File: config.mk
export PLATFORM = sky130hd
export DESIGN_NAME = fifo_stream_reader
export DESIGN_NICKNAME = d
export VERILOG_FILES = /design/src/rtl/fifo_stream_reader.sv
export SDC_FILE = /design/constraint.sdc
export NUM_CORES = 1
export LEC_CHECK = 0
export CAP_MARGIN = 10
export CELL_PAD_IN_SITES_DETAIL_PLACEMENT = 0
export CELL_PAD_IN_SITES_GLOBAL_PLACEMENT = 1
export CORE_MARGIN = 4
export CORE_UTILIZATION = 40
export CTS_CLUSTER_DIAMETER = 40
export DETAILED_ROUTE_END_ITERATION = 16
export PLACE_DENSITY = 0.84
export SLEW_MARGIN = 25
export SYNTH_ARGS = -nofsm -noshare
export SYNTH_HDL_FRONTEND = slang
export SYNTH_SLANG_ARGS = --single-unit
export TNS_END_PERCENT = 30
File: constraint.sdc
create_clock -name clk -period 3.2 [get_ports clk]
set_clock_uncertainty 0.1 [all_clocks]
set_input_delay 0.64 -clock clk [delete_from_list [all_inputs] [get_ports clk]]
set_output_delay 0.64 -clock clk [all_outputs]
set_load 0.05 [all_outputs]
File: src/rtl/fifo_stream_reader.sv
// Drains a synchronous FIFO into a valid/ready stream, tagging every PKT_LEN-th word as packet end.
// A 2-entry skid buffer decouples fifo_rd from m_ready; reading only stops on packet boundaries.
module fifo_stream_reader #(
   parameter int B       = 8,
   parameter int PKT_LEN = 4,
   parameter int CNT_W   = 16
) (
   input  logic             clk,
   input  logic             reset,
   input  logic             enable,
   input  logic             fifo_empty,
   input  logic [B-1:0]     fifo_r_data,
   output logic             fifo_rd,
   output logic             m_valid,
   input  logic             m_ready,
   output logic [B-1:0]     m_data,
   output logic             m_last,
   output logic [CNT_W-1:0] pkt_count,
   output logic             busy
);

   typedef enum logic [1:0] {IDLE, RUN, FINISH} state_t;

   localparam logic [15:0] LAST_BEAT = 16'(PKT_LEN - 1);

   state_t           state_q, state_d;
   logic [1:0]       count_q, count_d;
   logic [15:0]      beat_q, beat_d;
   logic [B-1:0]     hd_data_q, hd_data_d, tl_data_q, tl_data_d;
   logic             hd_last_q, hd_last_d, tl_last_q, tl_last_d;
   logic [CNT_W-1:0] pkt_q, pkt_d;

   logic push, pop, last_in;

   always_comb begin
      push    = ((state_q == RUN) || (state_q == FINISH)) && !fifo_empty && (count_q < 2'd2);
      pop     = (count_q != 2'd0) && m_ready;
      last_in = (beat_q == LAST_BEAT);

      beat_d = beat_q;
      if (push) begin
         beat_d = last_in ? '0 : beat_q + 16'd1;
      end

      hd_data_d = hd_data_q;
      hd_last_d = hd_last_q;
      tl_data_d = tl_data_q;
      tl_last_d = tl_last_q;
      count_d   = count_q;
      // Head register doubles as the output register, so it keeps its value when the queue empties.
      unique case ({push, pop})
         2'b10: begin
            if (count_q == 2'd0) begin
               hd_data_d = fifo_r_data;
               hd_last_d = last_in;
            end else begin
               tl_data_d = fifo_r_data;
               tl_last_d = last_in;
            end
            count_d = count_q + 2'd1;
         end
         2'b01: begin
            if (count_q == 2'd2) begin
               hd_data_d = tl_data_q;
               hd_last_d = tl_last_q;
            end
            count_d = count_q - 2'd1;
         end
         2'b11: begin
            hd_data_d = fifo_r_data;
            hd_last_d = last_in;
         end
         default: ;
      endcase

      pkt_d = pkt_q;
      if (pop && hd_last_q) begin
         pkt_d = pkt_q + CNT_W'(1);
      end

      state_d = state_q;
      unique case (state_q)
         IDLE: begin
            if (enable) state_d = RUN;
         end
         RUN: begin
            if (!enable) state_d = (beat_d == 16'd0) ? IDLE : FINISH;
         end
         FINISH: begin
            if (enable) begin
               state_d = RUN;
            end else if (push && last_in) begin
               state_d = IDLE;
            end
         end
         default: state_d = IDLE;
      endcase
   end

   always_ff @(posedge clk) begin
      if (reset) begin
         state_q   <= IDLE;
         count_q   <= '0;
         beat_q    <= '0;
         hd_data_q <= '0;
         hd_last_q <= 1'b0;
         tl_data_q <= '0;
         tl_last_q <= 1'b0;
         pkt_q     <= '0;
      end else begin
         state_q   <= state_d;
         count_q   <= count_d;
         beat_q    <= beat_d;
         hd_data_q <= hd_data_d;
         hd_last_q <= hd_last_d;
         tl_data_q <= tl_data_d;
         tl_last_q <= tl_last_d;
         pkt_q     <= pkt_d;
      end
   end

   assign fifo_rd   = push;
   assign m_valid   = (count_q != 2'd0);
   assign m_data    = hd_data_q;
   assign m_last    = hd_last_q;
   assign pkt_count = pkt_q;
   assign busy      = (state_q != IDLE) || (count_q != 2'd0);

endmodule

==> results.cfg, run 1 <==
[place]
count_of_port_buffers_added_during_placement = 40
estimated_wirelength_of_the_detail_placed_design_microns = 4121
detailedPlace.worstSlack_ps = 285.7
placed_instances = 425
placed_instance_area_sq_um = 3192
place.gp.congestion = 0.8008

[global_route]
grt_pass1_wl_microns = 9984
globalRouteOverflowTotal = 0
antenna_found_initial = 0
number_of_global_route_vias_before_repair = 2203
grt_max_degree = 49
globalRouteTotalUtil_pct = 14.11

[drt]
detail_route.wl_per_cell_microns = 13.42
top_layer = met4
detail_route.iter0.violations = 108
met1Wirelength_microns = 2750
drc = 0
post_drt_via_cell_ratio = 5.233
met3WireLength_microns = 234
ant_nets = 0
detail_route.first_pass.iterations = 4
met2_length_microns = 2784
detailroute.via_count = 2266
wirelength_microns = 5811

[synthesis]
synth-edff-count = 0
ys_ff_latch = 54
netlist.top_cell.by_area = sky130_fd_sc_hd__dfxtp_1
area_of_the_mapped_netlist_sq_um = 2755
synth-seq-area-share_pct = 39.24
syn_nets = 340
top_ff_cell_synth = sky130_fd_sc_hd__dfxtp_1
synth-async-reset-ratio_pct = 0
synthesized_area_divided_by_synthesized_cell_count_sq_um = 8.637
yosysTopAreaCellShare_pct = 39.24
ys_top_cells_by_area = sky130_fd_sc_hd__dfxtp_1, sky130_fd_sc_hd__nor2_1, sky130_fd_sc_hd__mux2i_1, sky130_fd_sc_hd__xor2_1, sky130_fd_sc_hd__xnor2_1
netlist-cell-type-count = 47
yosysWarnings = 0
netlist_instances = 319

[sta]
rsz_0062_raised_after_global_routing = false
tns_ps = 0
final_critical_path_setup_slack_ps = 553.2
report.final.hold_viol_count = 0
max_clock_freq_mhz = 377.8
worst_slew_pin_tran_ps = 552.5
setup_viol_count_final = 0
worst_slew_margin_rel_pct = 63.07
post-route-min-period_ps = 2647
slew_viol_final = 0
layout_worst_path_cycle_share_pct = 82.71
hold-worst-slack_ps = 397.3

[power]
power_leakage_nw = 1.271
power_frac_comb_pct = 20.2
seq_power_share_pct = 50.3
p_int_uw = 982.9
switchingPower_uw = 438.9
clockPowerShare_pct = 29.5
switching_power_as_a_share_of_total_power_pct = 30.87
power_per_cell_area_nw_per_um2 = 431.9
vdd_ir_drop_max_v = 0.0002223

[cts]
clk_root_buffer_cell = sky130_fd_sc_hd__clkbuf_8
cts-buffers-inserted = 5
clk-insertion-delay-late_ps = 310
cts_tree = built
cts-resized-gates = 0
clkTransAtPathRegs_ps = 110
count_of_hold_fix_buffers_inserted_at_cts = 0
cts_max_path_buffers = 2
postCtsSetupBuffers = 0
htree_levels = 2
cts_num_sinks = 54

[floorplan]
placementRows = 29
core_region_area_sq_um = 6531
fp.dieH_microns = 91.00
dieWidth_microns = 91.00
pin_count = 41
start_util_pct = 42.18
die_area_sq_um = 8280

[worst_setup_path]
crit_slowest_cell = sky130_fd_sc_hd__clkdlybuf4s50_1
cp-start-kind = flip-flop
crit_path_cells = inv_1, ha_1, nand2_1, clkdlybuf4s50_1
r2r.worst_path.cells = 10
cp_data_arrival_time_ps = 1910
worstSetupEndpoint = busy
worst_r2r_endpoint = m_data[6]
timing.critical_path.slowest_cell_delay_ps = 790
critical_path_peak_fanout = 4
critical_path_class = reg2out
category_of_cells_accounting_for_the_largest_share_of_critical_path_delay = buffers and inverters
worst_setup_path_end_kind = output pin
timing.reg2reg.setup_slack_ps = 610
timing.critical_path.required_ps = 2460
path_buf_inv = 2
setup.worst_path.start = state_q[0]
path_depth = 4
regToRegStartpoint = state_q[1]

[final_layout]
post_layout_nonfiller_instances = 433
area.growth.synth_to_final_pct = 19.48
finalInstanceArea_sq_um = 3292
post_route_cells_drive_above_1_share_pct = 7.584
finalNetCount = 376
ant_cells = 0

[worst_hold_path]
holdCritPathClass = reg2reg
timing.hold.worst_path_depth = 2

[flow_run]
maxCapViolCount = 0

[outcome]
outcome = complete, no violations
placed cells by master, fill, tap and decap left out, types with 4 or more instances in the layout:
cell | netlist | final
sky130_fd_sc_hd__a21oi_1 | 15 | 15
sky130_fd_sc_hd__nand4_1 | 7 | 7
sky130_fd_sc_hd__a31oi_1 | 4 | 4
sky130_fd_sc_hd__ha_1 | 8 | 8
sky130_fd_sc_hd__dfxtp_1 | 54 | 54
sky130_fd_sc_hd__nand2_1 | 18 | 18
sky130_fd_sc_hd__nor2_1 | 65 | 65
sky130_fd_sc_hd__and3_1 | 8 | 8
sky130_fd_sc_hd__buf_4 | 0 | 7
sky130_fd_sc_hd__xnor2_1 | 14 | 14
sky130_fd_sc_hd__or3_1 | 4 | 4
sky130_fd_sc_hd__mux2i_1 | 18 | 18
sky130_fd_sc_hd__clkdlybuf4s50_1 | 0 | 38
sky130_fd_sc_hd__nor4_1 | 5 | 5
sky130_fd_sc_hd__clkbuf_8 | 0 | 6
sky130_fd_sc_hd__inv_1 | 7 | 7
sky130_fd_sc_hd__nor3_1 | 5 | 5
sky130_fd_sc_hd__xor2_1 | 20 | 20
sky130_fd_sc_hd__nand3_1 | 12 | 12
metrics by stage:
stage / utilization (%) / power [mW]
final: 50.40 / 1.422
after global routing: 50.40 / 1.488
after CTS: 50.40 / 1.439
after detailed placement: 48.87 / 1.020
after global placement: 48.87 / 1.017
after floorplan: - / 0.9422
cell families after synthesis:
logic type	Yosys count	share of synthesized area, %
fa+ha+maj	8	3.633
xor+xnor	34	10.81
mux	18	6.539
simple gates	143	26.16
compound gates	37	8.901
flops	54	39.24
buf+inv	25	4.723
power by group through the flow:
stage / combinational, mW / sequential, mW / clock, mW
after floorplan: 0.179 / 0.763 / 0
after global placement: 0.287 / 0.730 / 0
after detailed placement: 0.290 / 0.731 / 0
after CTS: 0.290 / 0.715 / 0.433
after global routing: 0.313 / 0.719 / 0.455
final: 0.287 / 0.715 / 0.420
how the worst min path moves through the flow:
stage,from,endpoint,slack [ps]
after global routing,beat_q[1],beat_q[1],430
final,m_data[4],m_data[4],400
after detailed placement,m_data[4],m_data[4],380
after global placement,m_data[5],m_data[5],370
after CTS,m_data[4],m_data[4],400
after floorplan,tl_last_q,tl_last_q,360
tightest hold or removal path: cells and delay by family, from the launching register on:
kind | cells | cell delay, ps
and+or+nand+nor | 1 | 70
DFF | 1 | 340
AOI/OAI and AO/OA | 1 | 60
flip-flops by register name, indices dropped and copies added (netlist names):
register / cells
m_last: 1
state_q: 2
tl_data_q: 8
count_q: 2
tl_last_q: 1
beat_q: 16
pkt_count: 16
m_data: 8
metal layers:
layer / up-vias / track usage (%)
li1: 1163 / -
met1: 1063 / 18.69
met2: 36 / 23.05
met3: 4 / 4.050
met4: 0 / 2.764
met5: - / 0
layout make-up:
| cell class | count | area (sq um) |
|---|---|---|
| Fill cell | 632 | 3239 |
| Timing Repair Buffer | 46 | 437.9 |
| Clock buffer | 6 | 82.58 |
| Inverter | 8 | 32.53 |
| Clock inverter | 2 | 17.52 |
| Tap cell | 77 | 96.34 |
| Sequential cell | 54 | 1081 |
| Multi-Input combinational cell | 240 | 1544 |
cell usage after synthesis (all sizes together) (4+ instances only):
master and n:
nor3 6, xor2 20, a21oi 16, nand2 18, nor4 6, inv 8, xnor2 14, and3 8
ha 8, nor2 67, a31oi 4, buf 4, o21ai 5, mux2i 18, nand3 12, nand4 7
dfxtp 54, or3 4, clkbuf 13
(Power assumes the default switching activity.)
==> inputs of run 2 (changes only) <==
CORE_UTILIZATION = 37   (was 40)
PLACE_DENSITY = 0.82   (was 0.84)
clock period = 2.31 ns   (was 3.2 ns; I/O delays follow)
==> results.cfg, run 2 (same netlist as run 1, synthesis figures left out) <==
[cts]
clk_root_buffer_cell = sky130_fd_sc_hd__clkbuf_8
cts_tree = built
clk-insertion-delay-late_ps = 320
cts_max_path_buffers = 2
clkTransAtPathRegs_ps = 100
htree_levels = 2
cts_num_sinks = 54
cts-buffers-inserted = 5
count_of_hold_fix_buffers_inserted_at_cts = 0

[global_route]
grt_max_degree = 42
number_of_global_route_vias_before_repair = 2250
globalRouteOverflowTotal = 0
grt_pass1_wl_microns = 10470
globalRouteTotalUtil_pct = 14.67
antenna_found_initial = 0

[sta]
final_critical_path_setup_slack_ps = 78.31
setup_viol_count_final = 0
rsz_0062_raised_after_global_routing = true
max_clock_freq_mhz = 448.1
worst_slew_pin_tran_ps = 509.9
slew_viol_final = 0
worst_slew_margin_rel_pct = 65.90
post-route-min-period_ps = 2232
layout_worst_path_cycle_share_pct = 96.61
report.final.hold_viol_count = 0

[power]
power_per_cell_area_nw_per_um2 = 585.0
vdd_ir_drop_max_v = 0.0003707
power_leakage_nw = 1.452

[drt]
wirelength_microns = 6233
detailroute.via_count = 2369
drc = 0
post_drt_via_cell_ratio = 4.905
detail_route.iter0.violations = 77
detail_route.first_pass.iterations = 4
detail_route.wl_per_cell_microns = 12.90
ant_nets = 0

[final_layout]
postLayoutCoreUtil_pct = 50.96
commonest_non_fill_non_tap_cells_in_the_layout = sky130_fd_sc_hd__nor2_1, sky130_fd_sc_hd__dfxtp_1, sky130_fd_sc_hd__clkdlybuf4s50_1
final_common_cell = sky130_fd_sc_hd__nor2_1
post_layout_nonfiller_instances = 483
finalNetCount = 404
finalInstanceArea_sq_um = 3696
area.growth.synth_to_final_pct = 34.15
fillerInstances = 690
ant_cells = 0
post_route_cells_drive_above_1_share_pct = 20.83

[floorplan]
die_area_sq_um = 8891
core_region_area_sq_um = 7253
pin_count = 41
dieWidth_microns = 94.29
start_util_pct = 37.99
fp.dieH_microns = 94.29
placementRows = 31

[worst_setup_path]
cp_data_arrival_time_ps = 2320
worst_setup_path_end_kind = flip-flop
cp-start-kind = flip-flop
critical_path_class = reg2reg
timing.critical_path.required_ps = 2400
critical_path_peak_fanout = 8

[place]
count_of_port_buffers_added_during_placement = 40
place.gp.congestion = 0.8333
detailedPlace.worstSlack_ps = -339.7
placed_instance_area_sq_um = 3476
placed_instances = 470
estimated_wirelength_of_the_detail_placed_design_microns = 4376

[outcome]
outcome = complete, no violations

[flow_run]
maxCapViolCount = 0

[worst_hold_path]
holdCritPathClass = in2reg
[run 2: cell types whose count changed in the layout (fill, tap and decap cells not counted), moves of 3 or more]
cell	change
sky130_fd_sc_hd__nor2_1	-4
sky130_fd_sc_hd__a21oi_1	-7
sky130_fd_sc_hd__buf_4	+24
sky130_fd_sc_hd__ha_1	-3
sky130_fd_sc_hd__ha_4	+3
sky130_fd_sc_hd__buf_6	+4
sky130_fd_sc_hd__nor2_2	+3
sky130_fd_sc_hd__a21oi_2	+7
[run 2: path summary, 6_finish.rpt]
| kind | start | to | slack, ps | cells after the start |
|---|---|---|---|---|
| max reg2reg | state_q[1] | state_q[1] | 80 | 9 |
| min | reset | beat_q[5] | 340 | 2 |
| min reg2reg | tl_data_q[0] | tl_data_q[0] | 410 | 2 |
| max | state_q[1] | state_q[1] | 80 | 9 |
[run 2: critical path: stages, from the launching register on]
cell and delay, ps:
sky130_fd_sc_hd__dfxtp_2 350, sky130_fd_sc_hd__inv_2 50, sky130_fd_sc_hd__ha_4 250, sky130_fd_sc_hd__nor3b_4 230, sky130_fd_sc_hd__inv_4 110, sky130_fd_sc_hd__nor3_4 280, sky130_fd_sc_hd__a41o_1 220, sky130_fd_sc_hd__o21ai_1 80
sky130_fd_sc_hd__nor4_2 320, sky130_fd_sc_hd__a211oi_1 120
[run 2: power by group]
| group | switching, mW | leakage [nW] | internal (mW) |
|---|---|---|---|
| registers | 0.0263 | 0.437 | 0.960 |
| clock network | 0.339 | 0.0587 | 0.329 |
| logic | 0.287 | 0.956 | 0.221 |
| total | 0.652 | 1.45 | 1.51 |
[run 2: what timing repair did]
| action | in CTS | in global routing |
|---|---|---|
| pin swaps | 0 | 4 |
| gates cloned | 0 | 1 |
| setup endpoints to repair | 7 | 10 |
| setup buffers | 2 | 2 |
| resized for setup | 4 | 14 |
[run 2: metal layers]
metal	wire length [microns]	global-route usage [%]	share of wire, %
met1	3061	19.24	49
met5	0	0	0
met3	232	4.087	3.7
met2	2836	22.93	45
met4	103	5.295	1.7
[run 2: layout make-up]
| class | instances | area (sq um) | share of cell area, % |
|---|---|---|---|
| Multi-Input combinational cell | 240 | 1657 | 44.82 |
| Sequential cell | 54 | 1084 | 29.32 |
| Timing Repair Buffer | 74 | 683.2 | 18.48 |
| Tap cell | 99 | 123.9 | 3.351 |
| Clock buffer | 5 | 68.82 | 1.862 |
| Clock inverter | 3 | 47.55 | 1.286 |
| Inverter | 8 | 32.53 | 0.8802 |
[run 2: through the flow]
stage                     setup TNS, ps  total power, mW  hold slack (ps)
after detailed placement          -3641            1.482            386.6
after CTS                        -2.715            2.163            331.7
after global routing             -47.79            2.263            340.1
after floorplan                   -5666            1.330            363.2
after global placement            -2902            1.476            374.9
final                                 0            2.162            339.8
